<file path="src/rtl/rvv_pkg.sv">
// Shared RVV configuration constants: default VLEN, legal SEW/LMUL encodings
// and a log2 helper for the power-of-two encodings.
package rvv_pkg;

  localparam int unsigned VLEN_DEFAULT = 128;

  // Legal element widths, in bits
  localparam logic [7:0] SEW_8   = 8'd8;
  localparam logic [7:0] SEW_16  = 8'd16;
  localparam logic [7:0] SEW_32  = 8'd32;
  localparam logic [7:0] SEW_64  = 8'd64;
  localparam logic [7:0] SEW_128 = 8'd128;

  // Legal register-group multipliers, as integer values
  localparam logic [4:0] LMUL_1  = 5'd1;
  localparam logic [4:0] LMUL_2  = 5'd2;
  localparam logic [4:0] LMUL_4  = 5'd4;
  localparam logic [4:0] LMUL_8  = 5'd8;
  localparam logic [4:0] LMUL_16 = 5'd16;

  // log2 of a one-hot value; the result is only meaningful for a power of two
  function automatic logic [2:0] log2_pow2(input logic [7:0] v);
    logic [2:0] r;
    r = 3'd0;
    for (int i = 0; i < 8; i++) begin
      if (v[i]) r = 3'(i);
    end
    return r;
  endfunction

endpackage

</file>
<file path="src/rtl/vlmax_calc.sv">
// Combinational SEW/LMUL decoder: flags legal pairs and computes
// VLMAX = (VLEN << log2(lmul)) >> log2(sew) using shifts only.
// Ports:
//   sew      requested element width in bits
//   lmul     requested register-group multiplier (integer value)
//   legal_c  1 when both sew and lmul are legal encodings
//   vlmax_c  VLMAX for a legal pair, 0 otherwise
module vlmax_calc
  import rvv_pkg::*;
#(
  parameter int unsigned VLEN    = VLEN_DEFAULT,
  parameter int unsigned VLMAX_W = 32'($clog2(VLEN)) + 5
) (
  input  logic [7:0]         sew,
  input  logic [4:0]         lmul,
  output logic               legal_c,
  output logic [VLMAX_W-1:0] vlmax_c
);

  logic sew_ok;
  logic lmul_ok;

  // Decode legality and scale VLEN by the group and element-width ratio
  always_comb begin
    sew_ok  = 1'b0;
    lmul_ok = 1'b0;
    vlmax_c = '0;

    case (sew)
      SEW_8, SEW_16, SEW_32, SEW_64, SEW_128: sew_ok = 1'b1;
      default:                                sew_ok = 1'b0;
    endcase

    case (lmul)
      LMUL_1, LMUL_2, LMUL_4, LMUL_8, LMUL_16: lmul_ok = 1'b1;
      default:                                 lmul_ok = 1'b0;
    endcase

    legal_c = sew_ok & lmul_ok;

    if (legal_c) begin
      vlmax_c = (VLMAX_W'(VLEN) << log2_pow2(8'(lmul))) >> log2_pow2(sew);
    end
  end

endmodule

</file>
<file path="src/rtl/vl_setup.sv">
// vsetvl-style vector-length configuration unit. Every cycle is a request;
// results are registered with one cycle of latency.
// Ports:
//   clk, rst_n  clock and asynchronous active-low reset
//   SEW         requested element width in bits
//   lmul        requested register-group multiplier (integer value)
//   AVL         application vector length
//   valid       registered: SEW/lmul pair was legal
//   vl          registered granted vector length, min(AVL, VLMAX)
//   new_AVL     registered AVL - vl (AVL passed through when illegal)
module vl_setup
  import rvv_pkg::*;
#(
  parameter int unsigned VLEN  = VLEN_DEFAULT,
  parameter int unsigned AVL_W = 9
) (
  input  logic             clk,
  input  logic             rst_n,
  input  logic [7:0]       SEW,
  input  logic [4:0]       lmul,
  input  logic [AVL_W-1:0] AVL,
  output logic             valid,
  output logic [AVL_W-1:0] vl,
  output logic [AVL_W-1:0] new_AVL
);

  localparam int unsigned VLMAX_W = 32'($clog2(VLEN)) + 5;
  // Comparison width wide enough for both AVL and VLMAX
  localparam int unsigned CMP_W   = (AVL_W > VLMAX_W) ? AVL_W : VLMAX_W;

  logic               legal;
  logic [VLMAX_W-1:0] vlmax;

  logic               valid_d,   valid_q;
  logic [AVL_W-1:0]   vl_d,      vl_q;
  logic [AVL_W-1:0]   new_avl_d, new_avl_q;

  vlmax_calc #(
    .VLEN    (VLEN),
    .VLMAX_W (VLMAX_W)
  ) u_vlmax_calc (
    .sew     (SEW),
    .lmul    (lmul),
    .legal_c (legal),
    .vlmax_c (vlmax)
  );

  // Grant min(AVL, VLMAX); when VLMAX is chosen it is <= AVL, so it fits AVL_W
  always_comb begin
    valid_d   = 1'b0;
    vl_d      = '0;
    new_avl_d = AVL;

    if (legal) begin
      valid_d = 1'b1;
      if (CMP_W'(AVL) < CMP_W'(vlmax)) begin
        vl_d = AVL;
      end else begin
        vl_d = AVL_W'(vlmax);
      end
      new_avl_d = AVL - vl_d;
    end
  end

  // Output registers
  always_ff @(posedge clk or negedge rst_n) begin
    if (!rst_n) begin
      valid_q   <= 1'b0;
      vl_q      <= '0;
      new_avl_q <= '0;
    end else begin
      valid_q   <= valid_d;
      vl_q      <= vl_d;
      new_avl_q <= new_avl_d;
    end
  end

  assign valid   = valid_q;
  assign vl      = vl_q;
  assign new_AVL = new_avl_q;

endmodule

</file>
<file path="config.mk">
export PLATFORM = sky130hd
export DESIGN_NAME = vl_setup
export DESIGN_NICKNAME = d
export VERILOG_FILES = /design/src/rtl/rvv_pkg.sv /design/src/rtl/vlmax_calc.sv /design/src/rtl/vl_setup.sv
export SDC_FILE = /design/constraint.sdc
export NUM_CORES = 1
export LEC_CHECK = 0
export ABC_CLOCK_PERIOD_IN_PS = 800
export CORE_UTILIZATION = 30
export CTS_CLUSTER_DIAMETER = 40
export CTS_CLUSTER_SIZE = 16
export DETAILED_ROUTE_END_ITERATION = 12
export SLEW_MARGIN = 20
export SYNTH_ARGS = -nofsm -noshare
export SYNTH_HDL_FRONTEND = slang
export SYNTH_SLANG_ARGS = --single-unit
</file>
<file path="constraint.sdc">
create_clock -name clk -period 0.8 [get_ports clk]
set_input_delay 0.16 -clock clk [delete_from_list [all_inputs] [get_ports clk]]
set_output_delay 0.16 -clock clk [all_outputs]
set_load 0.02 [all_outputs]
</file>
==> results.tsv <==
stage	metric	value	unit
cts	clkSlewWorstSetupHoldPaths	0.07	ns
power	sw_frac_of_total	0.3178	
layout	final_core_util	0.6254	
critical_path	path_common_cell	a21o_1	
cts	clockBufferDepth	2	
global_route	grt_pass1_wl	9315	um
sta	finalCritPeriodShare	5.605	
synthesis	synth-seq-cells	19	
floorplanning	io_pins	43	
synthesis	async_flop_share	1.000	
synthesis	yosys.area.top_type_share	0.2680	
layout	diodes	0	
floorplanning	die-area	6225	um^2
sta	hold_viol_final	0	
power	p_sw	1.023	mW
global_route	grt_usage	0.1865	
critical_path	startpoint_type	input pin	
floorplanning	coreArea	5608	um^2
global_route	grt_pass1_vias	2050	
layout	syn2layout_area_growth	97.67	%
critical_path	critical_path_depth	26	
detailed_routing	vias_per_cell	4.854	
floorplanning	die_h	78.90	um
synthesis	synth_nets	255	
sta	fmax	0.2230	GHz
placement	port_buffers	42	
sta	setup_ws	-3.684	ns
critical_path	critPathSlowestCell	or3_4	
synthesis	yosysMostFrequentCell	nand2_1	
flow_run	max-cap-violations	0	
floorplanning	start_util	0.3164	
critical_path	path_delay_family	compound AO/OA/AOI/OAI gates	
synthesis	ys.flop_type	dfrtp_1	
cts	clock_sinks	19	
synthesis	syn_area	1774	um^2
detailed_routing	wl	5556	um
critical_path	worstSetupPathType	in -> reg	
synthesis	yosysSeqAreaShare	0.2680	
detailed_routing	drc_errors	0	
detailed_routing	num_vias	2068	
outcome	status	finished with violations	
synthesis	synth_common_cells	nand2_1 (26), nor2_1 (21), dfrtp_1 (19)	
synthesis	yosys_warnings	0	
power	comb_power_share	0.482	
synthesis	synth_area_leaders	dfrtp_1 (27%), ha_1 (11%), nand2_1 (5.5%)	
detailed_routing	wl_per_cell	13.04	um
layout	nets	396	
global_route	grt_overflow_total	0	
floorplanning	rows	27	
critical_path	cpPeakStageDelay	0.40	ns
global_route	grt_antenna_before_repair	0	
sta	rsz0062_at_grt	true	
synthesis	ys_types	54	
power	cellPowerDensity	917.4	nW/um^2
critical_path	required	0.99	ns
outcome	violations	setup timing	
detailed_routing	firstDrtPassIters	4	
power	p_seq_frac	0.311	
cts	ctsHoldBuffers	0	
critical_path	crit_fanout	15	
placement	gp_congestion	0.8470	
sta	max_slew.worst_pin.slew	0.3748	ns
detailed_routing	postRouteAntennaNets	0	
critical_path	end_kind	flip-flop	
sta	slew_viol_final	0	
sta	setup_viol	38	
sta	fin_crit	4.484	ns
global_route	grt_max_degree	20	
power	internal-power	2.195	mW
detailed_routing	drtIter0Drc	65	
cts	cts_made_buffers	3	
placement	dp_hpwl	4002	um
worst_hold_path	hold_class	in -> async	
sta	slew_headroom	0.7466	
synthesis	synth_edf_count	0	
synthesis	yosysTopAreaCell	dfrtp_1	
critical_path	path_buf_inv	3	
critical_path	arrival	4.68	ns
layout	fillers	471	
cts	h-tree-depth	1	
cts	clockRootBuffer	clkbuf_8	
synthesis	synthCells	214	
floorplanning	die_w	78.90	um
synthesis	avgSynthCellArea	8.291	um^2
cts	cts_tree	built	
layout	drive_above_1_share	0.5621	
sta	setup_tns	-53.37	ns
power	p_leak	1.570	nW
power	power_frac_clock	0.207	
power	irDropWorstVdd	0.6591	mV
power by group through the flow:
stage                     clock, mW  sequential (mW)  combinational (mW)
after floorplan                   0             1.05               0.556
after global placement            0             1.01                1.19
after detailed placement          0             1.01                1.21
after CTS                     0.674            0.999                1.43
after global routing          0.711             1.00                1.68
final                         0.667            0.999                1.55
cell usage in the layout (no fill, tap or decap), drive strengths merged, types with 7 or more instances in the layout:
master,Yosys,routed
nand2,26,26
a21oi,9,9
buf,5,128
ha,16,16
dfrtp,19,19
o21ai,13,13
nor2,21,21
clkdlybuf4s50,0,11
inv,9,9
nand3,9,9
a21o,7,7
logic make-up after synthesis:
kind of cell | Yosys count | share of synthesized area
buf+inv | 17 | 0.04372
mux | 7 | 0.04090
simple gates | 94 | 0.2701
xor+xnor | 6 | 0.02962
fa+ha+maj | 17 | 0.1241
flops | 19 | 0.2680
compound gates | 54 | 0.2236
state kept, by name, indices dropped and copies added (netlist names):
register  flops
valid         1
vl            9
new_AVL       9
stage by stage:
step / hold slack [ns] / instances / setup slack [ns] / area, um^2 / power, mW
2_1_floorplan: -0.1356 / 214 / -3.775 / 1899 / 1.603
3_3_place_gp: 0.5165 / 394 / -4.291 / 2904 / 2.201
3_5_place_dp: 0.5166 / 394 / -4.452 / 2904 / 2.221
4_1_cts: 0.2469 / 426 / -3.771 / 3361 / 3.105
5_1_grt: 0.2480 / 426 / -3.931 / 3507 / 3.396
6_report: 0.2400 / 426 / -3.684 / 3507 / 3.217
what timing repair did:
action	4_1_cts	5_1_grt
resized for setup	192	41
endpoints found under the setup margin	38	38
pin swaps	38	35
buffers inserted	28	9
cloned	0	0
hold endpoints to repair	0	0
area by class of cell:
type                       instances  area, um^2  share of cell area
sequential                        19       475.5              0.1356
inverter                           9       38.79             0.01106
tap                               72       90.09             0.02569
multi-input combinational        178        1608              0.4584
timing repair buffer             144        1250              0.3564
clock buffer                       4       45.04             0.01284
worst paths after layout:
| check | from | end |
|---|---|---|
| min in group clk | lmul[4] | vl[0]$_DFF_PN0_ |
| max | SEW[2] | new_AVL[8]$_DFF_PN0_ |
| max in group asynchronous | rst_n | new_AVL[8]$_DFF_PN0_ |
| min | rst_n | vl[1]$_DFF_PN0_ |
routing by layer:
layer	GRT usage	up-vias	part of all wire
li1	-	1061	-
met2	0.3609	45	0.53
met3	0.009195	6	0.036
met4	0.04364	0	0.0088
met1	0.2238	956	0.42
met5	0	-	0
Note: power is estimated with default switching activity, not from simulation.
